## config.mk

```make
export PLATFORM = sky130hd
export DESIGN_NAME = sha3_sponge_ctrl
export DESIGN_NICKNAME = d
export VERILOG_FILES = /design/src/rtl/sha3_pkg.sv /design/src/rtl/sha3_sponge_ctrl.sv
export SDC_FILE = /design/constraint.sdc
export NUM_CORES = 1
export LEC_CHECK = 0
export ABC_AREA = 1
export BUFFER_PORTS_ARGS = -buffer_cell sky130_fd_sc_hd__buf_2
export CELL_PAD_IN_SITES_DETAIL_PLACEMENT = 0
export CELL_PAD_IN_SITES_GLOBAL_PLACEMENT = 2
export CORE_AREA = 2 2 100 102
export CTS_BUF_LIST = sky130_fd_sc_hd__clkbuf_16
export CTS_CLUSTER_SIZE = 12
export DETAILED_ROUTE_END_ITERATION = 10
export DIE_AREA = 0 0 102 104
export PLACE_DENSITY = 0.89
export SLEW_MARGIN = 20
export SYNTH_ARGS = -nofsm -noshare
export SYNTH_HDL_FRONTEND = slang
export SYNTH_SLANG_ARGS = --single-unit
```

## constraint.sdc

```tcl
create_clock -name ACLK -period 1.9 [get_ports ACLK]
set_clock_uncertainty 0.1 [all_clocks]
set_input_delay 0.095 -clock ACLK [delete_from_list [all_inputs] [get_ports ACLK]]
set_output_delay 0.095 -clock ACLK [all_outputs]
set_load 0.05 [all_outputs]
```

## src/rtl/sha3_pkg.sv

```systemverilog
// sha3_pkg: shared SHA3 sponge variant tables, padding bytes and controller state codes
package sha3_pkg;
  typedef enum logic [1:0] {SHA224, SHA256, SHA384, SHA512} sha3_mode_e;
  localparam logic [7:0] PAD_DS = 8'h06;
  localparam logic [7:0] PAD_END = 8'h80;
  localparam logic [2:0] IDLE = 3'd0;
  localparam logic [2:0] ABSORB = 3'd1;
  localparam logic [2:0] PAD = 3'd2;
  localparam logic [2:0] PERM = 3'd3;
  localparam logic [2:0] SQUEEZE = 3'd4;
  function automatic logic [6:0] rate_words(input sha3_mode_e m);
    return m == SHA224 ? 7'd72 : m == SHA256 ? 7'd68 : m == SHA384 ? 7'd52 : 7'd36;
  endfunction
  function automatic logic [6:0] digest_words(input sha3_mode_e m);
    return m == SHA224 ? 7'd14 : m == SHA256 ? 7'd16 : m == SHA384 ? 7'd24 : 7'd32;
  endfunction
endpackage

```

## src/rtl/sha3_sponge_ctrl.sv

```systemverilog
// sha3_sponge_ctrl: SHA3 absorb/pad/permute/squeeze sequencer driving a shared Keccak-f[1600] core
module sha3_sponge_ctrl
  import sha3_pkg::*;
#(
  parameter int WIDTH = 16,
  parameter int ADDR_W = 7
) (
  input  logic              ACLK,
  input  logic              ARESETn,
  input  logic [1:0]        ID,
  input  logic              s_valid,
  output logic              s_ready,
  input  logic [WIDTH-1:0]  s_data,
  input  logic [1:0]        s_keep,
  input  logic              s_last,
  output logic              state_clr,
  output logic              xor_we,
  output logic [ADDR_W-1:0] xor_addr,
  output logic [WIDTH-1:0]  xor_data,
  output logic              perm_start,
  input  logic              perm_done,
  output logic [ADDR_W-1:0] rd_addr,
  input  logic [WIDTH-1:0]  rd_data,
  output logic              m_valid,
  input  logic              m_ready,
  output logic [WIDTH-1:0]  m_data,
  output logic              m_last,
  output logic              busy
);
  logic [2:0] state_q, state_d;
  logic [1:0] id_q, id_d;
  logic [ADDR_W-1:0] wc_q, wc_d, xor_addr_q, xor_addr_d, r_last;
  logic [5:0] oc_q, oc_d, d_last;
  logic [WIDTH-1:0] xor_data_q, xor_data_d;
  logic fin_q, fin_d, padp_q, padp_d, ph_q, ph_d;
  logic xor_we_q, xor_we_d, state_clr_q, state_clr_d, perm_start_q, perm_start_d;
  logic wc_end, last00, last01, last11;
  assign r_last = ADDR_W'(rate_words(sha3_mode_e'(id_q)) - 7'd1);
  assign d_last = 6'(digest_words(sha3_mode_e'(id_q)) - 7'd1);
  assign wc_end = wc_q == r_last;
  assign last00 = s_last && s_keep == 2'b00;
  assign last01 = s_last && s_keep == 2'b01;
  assign last11 = s_last && !last00 && !last01;
  assign s_ready = state_q == ABSORB;
  assign m_valid = state_q == SQUEEZE;
  assign m_data = m_valid ? rd_data : '0;
  assign m_last = m_valid && oc_q == d_last;
  assign rd_addr = ADDR_W'(oc_q);
  assign busy = state_q != IDLE;
  assign state_clr = state_clr_q;
  assign xor_we = xor_we_q;
  assign xor_addr = xor_addr_q;
  assign xor_data = xor_data_q;
  assign perm_start = perm_start_q;
  always_comb begin
    state_d = state_q;
    id_d = id_q;
    wc_d = wc_q;
    oc_d = oc_q;
    fin_d = fin_q;
    padp_d = padp_q;
    ph_d = ph_q;
    state_clr_d = 1'b0;
    perm_start_d = 1'b0;
    xor_we_d = 1'b0;
    xor_addr_d = '0;
    xor_data_d = '0;
    case (state_q)
      IDLE: if (s_valid) begin
        state_clr_d = 1'b1;
        id_d = ID;
        wc_d = '0;
        fin_d = 1'b0;
        padp_d = 1'b0;
        state_d = ABSORB;
      end
      ABSORB: if (s_valid) begin
        xor_we_d = !last00;
        xor_addr_d = wc_q;
        xor_data_d = last01 ? {wc_end ? PAD_DS | PAD_END : PAD_DS, s_data[7:0]} : s_data;
        wc_d = last00 || last01 ? wc_q : wc_q + ADDR_W'(1);
        fin_d = s_last && !(last11 && wc_end);
        padp_d = last11 && wc_end;
        ph_d = last01;
        state_d = wc_end && !last00 ? PERM : s_last ? PAD : ABSORB;
      end
      PAD: begin
        xor_we_d = 1'b1;
        xor_addr_d = ph_q ? r_last : wc_q;
        xor_data_d = ph_q ? {PAD_END, 8'h00} : {wc_end ? PAD_END : 8'h00, PAD_DS};
        ph_d = 1'b1;
        state_d = ph_q || wc_end ? PERM : PAD;
      end
      PERM: begin
        perm_start_d = xor_we_q;
        if (perm_done && !xor_we_q && !perm_start_q) begin
          wc_d = '0;
          ph_d = 1'b0;
          fin_d = fin_q || padp_q;
          padp_d = 1'b0;
          state_d = fin_q ? SQUEEZE : padp_q ? PAD : ABSORB;
        end
      end
      SQUEEZE: if (m_ready) begin
        oc_d = m_last ? '0 : oc_q + 6'd1;
        state_d = m_last ? IDLE : SQUEEZE;
      end
      default: state_d = IDLE;
    endcase
  end
  always_ff @(posedge ACLK or negedge ARESETn) begin
    if (!ARESETn) begin
      state_q <= IDLE;
      id_q <= '0;
      wc_q <= '0;
      oc_q <= '0;
      fin_q <= 1'b0;
      padp_q <= 1'b0;
      ph_q <= 1'b0;
      state_clr_q <= 1'b0;
      perm_start_q <= 1'b0;
      xor_we_q <= 1'b0;
      xor_addr_q <= '0;
      xor_data_q <= '0;
    end else begin
      state_q <= state_d;
      id_q <= id_d;
      wc_q <= wc_d;
      oc_q <= oc_d;
      fin_q <= fin_d;
      padp_q <= padp_d;
      ph_q <= ph_d;
      state_clr_q <= state_clr_d;
      perm_start_q <= perm_start_d;
      xor_we_q <= xor_we_d;
      xor_addr_q <= xor_addr_d;
      xor_data_q <= xor_data_d;
    end
  end
endmodule

```

==> metrics.yaml, run 1 <==
area.sequential_um2: 1180
worst_path_largest_cell_delay_ps: 450
cts_sinks: 47
worstPathMaxFanout: 6
drv_slew: 0
postRouteWirelength_um: 6580
start_util_pct: 25.2
post-synth-top-area-fraction_pct: 48.8
postLayoutCellArea_um2: 3480
detailedRoute.firstIterationViolations: 140
cp.arrival_ps: 1650
via_count: 2372
synth_area_per_cell_um2: 7.95
netlist.top_cell.by_area: "sky130_fd_sc_hd__dfrtp_1"
detail_route.vias_per_cell: 4.23
io-pin-count: 95
nets: 471
synthCells: 303
most-common-layout-cells: "sky130_fd_sc_hd__buf_2 (92), sky130_fd_sc_hd__nand2_1 (65), sky130_fd_sc_hd__dfrtp_1 (45)"
wire_per_inst_um: 11.7
critical-path-top-delay-family: "simple AND/OR/NAND/NOR gates"
place.detailed.instances: 527
synth.yosys.seq_area_share_pct: 48.8
netlist_top_cells_area: "sky130_fd_sc_hd__dfrtp_1 (49%), sky130_fd_sc_hd__nand2_1 (10%), sky130_fd_sc_hd__nor2_1 (6.7%)"
rsz0062_at_grt: "true"
syn2layout_area_growth_pct: 44.4
cellLeakagePower_nw: 1.93
grt_first_pass_wirelength_um: 10900
placementRows: 36
tritoncts: "yes"
cts.path.max_buffers: 2
dpl.hpwl_um: 4990
drt_first_pass_iters: 5
post_route_cells_drive_above_1_share_pct: 32.5
route.antenna.remaining_nets: 0
die_height_um: 104
grt_pass1_vias: 2351
path_buf_inv: 1
worst_hold_path_type: "input port to flip-flop"
synth_area_um2: 2410
dieArea_um2: 10600
max-cap-violations: 0
place_congestion: 0.833
final.fill_count: 1008
root_buffer: "sky130_fd_sc_hd__clkbuf_16"
ys_warn_count: 0
power_density_of_the_placed_cells_nw_per_um2: 1270
placedInstanceArea_um2: 3050
synth_seq_cells: 47
multi_input_comb_area_um2: 1030
layoutNonFillerInstCount: 561
period_share_pct: 97.1
largest_net_degree_at_the_start_of_global_routing: 29
setup.worst_path.class: "flip-flop to primary output"
numCtsBuffers: 5
route.detailed.drc: 0
report.final.hold_viol_count: 0
placeableCoreArea_um2: 9550
mostFrequentLayoutCell: "sky130_fd_sc_hd__buf_2"
synth.net_count: 347
timing.critical_path.to_type: "primary output"
x_dimension_of_the_die_um: 102
fin_tns_setup_ps: 0
synthDistinctLibCells: 29
num_antenna_cells: 0
report.final.setup_viol: 0
cts.reportedPaths.clkPinSlew_ps: 60
finalCriticalPeriod_ps: 1850
globalRoute.totalOverflow: 0
grt_use_total_pct: 12.6
vdd_drop_max_mv: 0.536
clk-insertion-delay-late_ps: 280
cp_cell_sequence: "nor2_2 -> xor2_1 -> nand4_1 -> nor2_4 -> buf_6"
timing.critical_path.required_ps: 1700
setup.worst_path.start_class: "flip-flop"
final.hold.worst_slack_ps: 20.2
status: "finished clean"
grt_antenna_before_repair: 0
total_number_of_h_tree_levels: 2
max_clock_freq_mhz: 542
cpMaxStageDelayCell: "sky130_fd_sc_hd__dfrtp_2"
port_buffers: 93
==> repair_timing <==
item / CTS / global route
pin swaps: 1 / 2
setup buffers: 2 / 4
gates resized for setup: 2 / 4
endpoints found under the hold margin: 40 / 0
hold buffers: 20 / 0
setup endpoints to repair: 1 / 2
==> synth_stat cells <==
cell                       instances
sky130_fd_sc_hd__a211oi_1          1
sky130_fd_sc_hd__a21oi_1          11
sky130_fd_sc_hd__buf_1             1
sky130_fd_sc_hd__buf_4             1
sky130_fd_sc_hd__buf_6             1
sky130_fd_sc_hd__clkbuf_1          2
sky130_fd_sc_hd__conb_1            1
sky130_fd_sc_hd__dfrtp_1          47
sky130_fd_sc_hd__ha_1              2
sky130_fd_sc_hd__inv_1            42
sky130_fd_sc_hd__inv_2             6
sky130_fd_sc_hd__nand2_1          66
sky130_fd_sc_hd__nand2_2           4
sky130_fd_sc_hd__nand2_4           3
sky130_fd_sc_hd__nand3_1          17
sky130_fd_sc_hd__nand3_2           1
sky130_fd_sc_hd__nand4_1           6
sky130_fd_sc_hd__nor2_1           43
sky130_fd_sc_hd__nor2_2            3
sky130_fd_sc_hd__nor2_4            4
sky130_fd_sc_hd__nor3_1            5
sky130_fd_sc_hd__o21a_1            2
sky130_fd_sc_hd__o21ai_0          14
sky130_fd_sc_hd__o21ai_1           5
sky130_fd_sc_hd__o21ai_2           4
sky130_fd_sc_hd__o22ai_1           3
sky130_fd_sc_hd__o32ai_2           1
sky130_fd_sc_hd__xnor2_1           3
sky130_fd_sc_hd__xor2_1            4
==> layout make-up <==
| class | count | area share, % |
|---|---|---|
| sequential | 47 | 33.9 |
| multi-input combinational | 203 | 29.7 |
| timing repair buffer | 122 | 21.6 |
| inverter | 48 | 5.18 |
| tap | 133 | 4.79 |
| clock buffer | 5 | 3.60 |
| clock inverter | 3 | 1.22 |
==> routing by layer <==
layer	global-route usage, %	part of all wire, %
met5	0	0
met4	2.19	0.62
met3	3.70	8.8
met2	20.1	43
met1	17.1	47
==> worst reg2reg max path: stages, from the launching register on <==
cell and delay (ps):
sky130_fd_sc_hd__dfrtp_1 460, sky130_fd_sc_hd__nor2_4 210, sky130_fd_sc_hd__nand2_4 170, sky130_fd_sc_hd__nor2_4 220, sky130_fd_sc_hd__inv_2 70, sky130_fd_sc_hd__o21ai_0 150
sky130_fd_sc_hd__nand2_1 80, sky130_fd_sc_hd__a21oi_1 150
==> per-stage QoR <==
| step | power (mW) | setup slack (ps) | utilization, % |
|---|---|---|---|
| after floorplan | 2.88 | 64.5 | - |
| after global placement | 3.34 | 213 | 31.9 |
| after detailed placement | 3.36 | 147 | 31.9 |
| after CTS | 4.42 | 12.1 | 36.0 |
| after global routing | 4.72 | -60.5 | 36.4 |
| final | 4.43 | 54.4 | 36.4 |
==> kinds of logic (layout without fill, tap and decap cells) <==
family	Yosys count	after routing	synth area share [%]
XOR/XNOR	7	7	2.55
adder cells (fa/ha/maj)	2	2	1.04
buffers and inverters	53	178	8.73
AND/OR/NAND/NOR	152	152	28.6
AO/OA/AOI/OAI	41	41	10.1
other	1	1	0.156
flip-flops	47	47	48.8
==> state kept, by name (all words and copies together), names as in the netlist <==
| register | count |
|---|---|
| padp_q | 1 |
| fin_q | 1 |
| wc_q | 7 |
| state_q | 3 |
| ph_q | 1 |
| xor_addr | 7 |
| xor_data | 16 |
| xor_we | 1 |
| perm_start | 1 |
| state_clr | 1 |
| id_q | 2 |
| oc_q | 6 |
==> power by group <==
| group | switching [mW] | total (mW) | internal, mW |
|---|---|---|---|
| Clock | 0.381 | 1.00 | 0.621 |
| Sequential | 0.187 | 1.39 | 1.21 |
| Combinational | 1.49 | 2.03 | 0.545 |
==> final timing paths <==
path | slack [ps] | end | from | cells past startpoint
max in group asynchronous | 960 | state_q[0]$_DFFE_PN0P_ | ARESETn | 3
hold reg to reg | 430 | perm_start$_DFF_PN0_ | xor_we$_DFF_PN0_ | 2
setup / recovery | 50 | m_last | id_q[1]$_DFFE_PN0P_ | 5
min in group asynchronous | 210 | xor_addr[3]$_DFF_PN0_ | ARESETn | 2
setup reg to reg | 200 | oc_q[3]$_DFFE_PN0P_ | state_q[1]$_DFFE_PN0P_ | 7
hold / removal | 20 | xor_data[0]$_DFF_PN0_ | s_valid | 3
Note: power is estimated with default switching activity, not from simulation.
==> inputs of run 2 (changes only) <==
==> constraint.sdc (replaced) <==
create_clock -name ACLK -period 1.9 [get_ports ACLK]
set_clock_uncertainty 0.1 [all_clocks]
set_input_delay 0.19 -clock ACLK [delete_from_list [all_inputs] [get_ports ACLK]]
set_output_delay 0.19 -clock ACLK [all_outputs]
set_load 0.05 [all_outputs]
==> metrics.yaml, run 2 (synthesis gave the netlist of run 1 again) <==
status: "finished clean"
worstPathMaxFanout: 4  # -2
total_number_of_h_tree_levels: 2  # unchanged
rrSetupSlack_ps: 230  # +30 ps
grt_use_total_pct: 12.3  # -0.31 points
num_antenna_cells: 0  # unchanged
placementRows: 36  # unchanged
dpl.hpwl_um: 4890  # -2.2%
detail_route.vias_per_cell: 4.28  # +1.1%
maxSlewHeadroom_pct: 65.6
tritoncts: "yes"
post_route_cells_drive_above_1_share_pct: 34.6  # +2.2 points
setup.worst_path.start_class: "flip-flop"
route.antenna.remaining_nets: 0  # unchanged
postLayoutCellArea_um2: 3300  # -5.1%
place_congestion: 0.829  # -0.55%
syn2layout_area_growth_pct: 37.0
mostFrequentLayoutCell: "sky130_fd_sc_hd__buf_2"
cp.arrival_ps: 1530  # -120 ps
reg2reg_from: "state_q[0]$_DFFE_PN0P_"
most_frequent_cell_on_critical_path: "sky130_fd_sc_hd__nor2_4"
setup.worst_path.class: "flip-flop to primary output"
cts.reportedPaths.clkPinSlew_ps: 70  # about the same
period_share_pct: 95.8  # -1.3 points
placeableCoreArea_um2: 9550  # unchanged
cp_cell_sequence: "nor2_4 -> xor2_1 -> nand4_1 -> nor2_4 -> buf_6"
die_height_um: 104  # unchanged
timing.critical_path.required_ps: 1610  # -90 ps
dieArea_um2: 10600  # unchanged
route.detailed.drc: 0  # unchanged
most-common-layout-cells: "sky130_fd_sc_hd__buf_2 (87), sky130_fd_sc_hd__nand2_1 (65), sky130_fd_sc_hd__dfrtp_1 (44)"
numCtsBuffers: 5  # unchanged
vdd_drop_max_mv: 0.486  # -9.3%
r2r_cells: 9  # +2
largest_net_degree_at_the_start_of_global_routing: 28  # -3.4%
place.detailed.instances: 527  # unchanged
power_density_of_the_placed_cells_nw_per_um2: 1330  # +4.8%
grt_pass1_vias: 2234  # -5.0%
grt_antenna_before_repair: 0  # unchanged
power_mw: 4.40  # -0.58%
grt_first_pass_wirelength_um: 10500  # -4.3%
worst_hold_path_type: "input port to flip-flop"
worst_slew_pin_slew_ps: 516
layoutNonFillerInstCount: 540  # -3.7%
nets: 450  # -4.5%
globalRoute.totalOverflow: 0  # unchanged
r2r_end: "wc_q[6]$_DFFE_PN0P_"
io-pin-count: 95  # unchanged
cts.path.max_buffers: 2  # unchanged
final.hold.worst_slack_ps: 16.1  # -4.05 ps
root_buffer: "sky130_fd_sc_hd__clkbuf_16"
timing.critical_path.to_type: "primary output"
start_util_pct: 25.2  # unchanged
layout.core_utilization_pct: 34.6  # -1.9 points
worst_path_largest_cell_delay_ps: 450  # about the same
cellLeakagePower_nw: 1.83  # -4.9%
postRouteWirelength_um: 6350  # -3.5%
max-cap-violations: 0  # unchanged
drv_slew: 0  # unchanged
max_clock_freq_mhz: 549  # +1.4%
wire_per_inst_um: 11.8  # +0.29%
clk-insertion-delay-late_ps: 290  # about the same
setup.worst_path.start: "id_q[1]$_DFFE_PN0P_"
via_count: 2309  # -2.7%
placedInstanceArea_um2: 3050  # unchanged
setup.worst_path.end: "m_last"
rsz0062_at_grt: "true"
report.final.hold_viol_count: 0  # unchanged
holdCritStartpoint: "s_data[7]"
detailedRoute.firstIterationViolations: 119  # -15%
cpMaxStageDelayCell: "sky130_fd_sc_hd__dfrtp_2"
finalCriticalPeriod_ps: 1820  # -25.2 ps
cts_sinks: 47  # unchanged
drt_first_pass_iters: 4  # -1
report.final.setup_viol: 0  # unchanged
largest_register_ff_count: 16  # unchanged
x_dimension_of_the_die_um: 102  # unchanged
port_buffers: 93  # unchanged
[run 2: cell types whose count changed in the layout (fill, tap and decap cells not counted), sizes merged]
cell         change
dlygate4sd3     -19
clkbuf           +3
buf              -5
clkinv           -1
clkinvlp         +1
[run 2: critical path, delay by kind of cell, from the launching register on]
family	cells	cell delay, ps
buf+inv	1	170
flops	1	450
simple gates	3	460
xor+xnor	1	170
[run 2: layout make-up]
class / instances / area (um^2)
Inverter: 48 / 180
Clock buffer: 5 / 125
Sequential cell: 47 / 1180
Timing Repair Buffer: 101 / 559
Clock inverter: 3 / 46.3
Multi-Input combinational cell: 203 / 1040
Fill cell: 1028 / 6250
Tap cell: 133 / 166
[run 2: metrics by stage]
| step | TNS, ps | setup slack [ps] |
|---|---|---|
| 6_report | 0 | 79.6 |
| 5_1_grt | -42.4 | -42.4 |
| 4_1_cts | 0 | 5.21 |
| 3_5_place_dp | 0 | 127 |
| 3_3_place_gp | 0 | 177 |
| 2_1_floorplan | 0 | 14.7 |
[run 2: repair_timing]
action	CTS	global route
setup endpoints to repair	2	6
pin swaps	2	3
gates resized for setup	5	11
buffers inserted	2	2
hold endpoints to repair	20	0
cloned	0	0
hold buffers	1	0
[run 2: where the power goes]
| group | internal (mW) | switching, mW | total [mW] |
|---|---|---|---|
| combinational | 0.526 | 1.48 | 2.01 |
| sequential | 1.21 | 0.181 | 1.39 |
| clock | 0.625 | 0.383 | 1.01 |
[run 2: worst min-delay path by stage]
stage / endpoint / slack [ps] / cells past startpoint
global placement: xor_addr[3]$_DFF_PN0_ / 100 / 1
finish: xor_data[7]$_DFF_PN0_ / 20 / 3
CTS: xor_data[5]$_DFF_PN0_ / 9 / 3
floorplan: fin_q$_DFFE_PN0P_ / -210 / 0
detailed placement: xor_addr[3]$_DFF_PN0_ / 90 / 1
global route: xor_data[11]$_DFF_PN0_ / 20 / 3
[run 2: metal layers]
metal | global-route usage (%) | routed length [um]
met5 | 0 | 0
met2 | 19.5 | 2790
met4 | 3.14 | 58
met1 | 16.3 | 2940
met3 | 3.70 | 563
==> inputs of run 3 (changes only) <==
- CORE_AREA: 2 2 100 102 -> 2 2 96 98
- DIE_AREA: 0 0 102 104 -> 0 0 98 100
- PLACE_DENSITY: 0.89 -> 0.94
- clock period: 1.9 -> 2.14 ns (I/O delays scaled with it)
==> metrics.yaml, run 3 (synthesis gave the netlist of run 1 again) <==
status: "finished clean"
dieArea_um2: 9800  # -7.6%
mostFrequentLayoutCell: "sky130_fd_sc_hd__buf_2"
most-common-layout-cells: "sky130_fd_sc_hd__buf_2 (92), sky130_fd_sc_hd__nand2_1 (65), sky130_fd_sc_hd__dfrtp_1 (45)"
placeableCoreArea_um2: 8890  # -6.9%
power_density_of_the_placed_cells_nw_per_um2: 1200  # -10%
maxSlewHeadroom_pct: 64.3  # -1.3 points
route.antenna.remaining_nets: 0  # unchanged
numCtsBuffers: 5  # unchanged
most_frequent_cell_on_critical_path: "sky130_fd_sc_hd__nor2_4"
total_number_of_h_tree_levels: 2  # unchanged
wire_per_inst_um: 11.6  # -1.3%
num_antenna_cells: 0  # unchanged
start_util_pct: 27.1  # +1.9 points
post_route_cells_drive_above_1_share_pct: 33.4  # -1.2 points
grt_first_pass_wirelength_um: 9760  # -6.8%
cp_cell_sequence: "nor2_4 -> xor2_1 -> nand4_1 -> nor2_4 -> buf_8"
timing.critical_path.to_type: "primary output"
grt_pass1_vias: 2021  # -9.5%
port_buffers: 93  # unchanged
met1_usage_pct: 16.7  # +0.43 points
root_buffer: "sky130_fd_sc_hd__clkbuf_16"
cellLeakagePower_nw: 1.83  # -0.23%
globalRoute.totalOverflow: 0  # unchanged
final.hold.worst_slack_ps: 35.3  # +19.2 ps
worstPathMaxFanout: 6  # +2
report.final.setup_viol: 0  # unchanged
rrSetupSlack_ps: 440  # +210 ps
postRouteWirelength_um: 5980  # -5.9%
setup.worst_path.class: "flip-flop to primary output"
layout.core_utilization_pct: 36.4  # +1.8 points
syn2layout_area_growth_pct: 34.3
max-cap-violations: 0  # unchanged
cpMaxStageDelayCell: "sky130_fd_sc_hd__dfrtp_2"
nets: 447  # -0.67%
io-pin-count: 95  # unchanged
cp.arrival_ps: 1670  # +140 ps
largest_net_degree_at_the_start_of_global_routing: 26  # -7.1%
cts.path.max_buffers: 2  # unchanged
place_congestion: 0.808  # -2.5%
dpl.hpwl_um: 4630  # -5.1%
detail_route.vias_per_cell: 4.32  # +1.0%
report.final.hold_viol_count: 0  # unchanged
cts_sinks: 47  # unchanged
tritoncts: "yes"
period_share_pct: 92.7
largest_register_ff_count: 16  # unchanged
die_height_um: 100  # -3.8%
final.fill_count: 937  # -8.9%
busiest_layer: "met2"
clk-insertion-delay-late_ps: 290  # about the same
setup.worst_path.start_class: "flip-flop"
placementRows: 35  # -2.8%
cts.reportedPaths.clkPinSlew_ps: 70  # about the same
route.detailed.drc: 0  # unchanged
via_count: 2225  # -3.6%
worst_hold_path_type: "input port to flip-flop"
worst_slew_pin_slew_ps: 535  # +19.0 ps
worst_path_largest_cell_delay_ps: 460  # about the same
drv_slew: 0  # unchanged
grtUsageMet2_pct: 18.6  # -0.86 points
x_dimension_of_the_die_um: 98  # -3.9%
drt_first_pass_iters: 4  # unchanged
vdd_drop_max_mv: 0.546  # +12%
max_clock_freq_mhz: 504
grt_use_total_pct: 12.2  # -0.077 points
fin_tns_setup_ps: 0  # unchanged
detailedRoute.firstIterationViolations: 95  # -20%
globalRouteMet3Util_pct: 4.53  # +0.83 points
finalCriticalPeriod_ps: 1980
grt_antenna_before_repair: 0  # unchanged
timing.critical_path.required_ps: 1830  # +220 ps
[run 3: metal layers]
| layer | part of all wire [%] | vias to the layer above | wire length, um |
|---|---|---|---|
| met4 | 0.74 | 0 | 44 |
| met5 | 0 | - | 0 |
| met3 | 6.6 | 6 | 397 |
| met1 | 48 | 995 | 2880 |
| met2 | 44 | 66 | 2660 |
| li1 | - | 1158 | - |
[run 3: report_power, final]
| part | total, mW | switching [mW] | internal, mW |
|---|---|---|---|
| Combinational | 1.73 | 1.29 | 0.436 |
| Clock | 0.909 | 0.352 | 0.557 |
| Sequential | 1.24 | 0.165 | 1.07 |
| Total | 3.87 | 1.81 | 2.06 |
[run 3: path summary, 6_finish.rpt]
| path | to | cells past startpoint | from |
|---|---|---|---|
| worst min-delay path | xor_data[9]$_DFF_PN0_ | 2 | s_data[9] |
| min in group asynchronous | xor_data[13]$_DFF_PN0_ | 2 | ARESETn |
| worst max-delay path | m_last | 5 | id_q[1]$_DFFE_PN0P_ |
| max in group asynchronous | id_q[0]$_DFFE_PN0P_ | 3 | ARESETn |
| worst max register to register | fin_q$_DFFE_PN0P_ | 8 | wc_q[0]$_DFFE_PN0P_ |
| worst min register to register | perm_start$_DFF_PN0_ | 2 | xor_we$_DFF_PN0_ |
[run 3: area by class of cell]
type                       instances  area [um^2]  area share [%]
clock buffer                       5          125            3.87
inverter                          48          180            5.57
sequential                        47         1180            36.4
tap                              111          139            4.29
multi-input combinational        203         1040            32.1
clock inverter                     3         47.5            1.47
timing repair buffer              98          528            16.3
[run 3: repair_timing]
action | CTS | global route
setup endpoints to repair | 1 | 1
gates cloned | 0 | 0
hold buffers | 1 | 0
endpoints found under the hold margin | 22 | 0
pin swaps | 0 | 2
setup buffers | 0 | 2
gates resized for setup | 1 | 8
[run 3: worst max-delay path: cells and delay by family (launching register included)]
kind | cells | cell delay (ps)
DFF | 1 | 460
xor gates and xnor gates | 1 | 160
buffers and inverters | 1 | 170
and+or+nand+nor | 3 | 590
[run 3: per-stage QoR]
step | setup WS [ps] | total power, mW | cell area (um^2) | cells
after floorplan | 142 | 2.55 | 2410 | 303
after CTS | 25.8 | 3.89 | 3200 | 513
after global placement | 391 | 2.96 | 3010 | 504
final | 157 | 3.87 | 3240 | 515
after detailed placement | 280 | 2.96 | 3010 | 504
after global routing | -0.796 | 4.12 | 3240 | 515
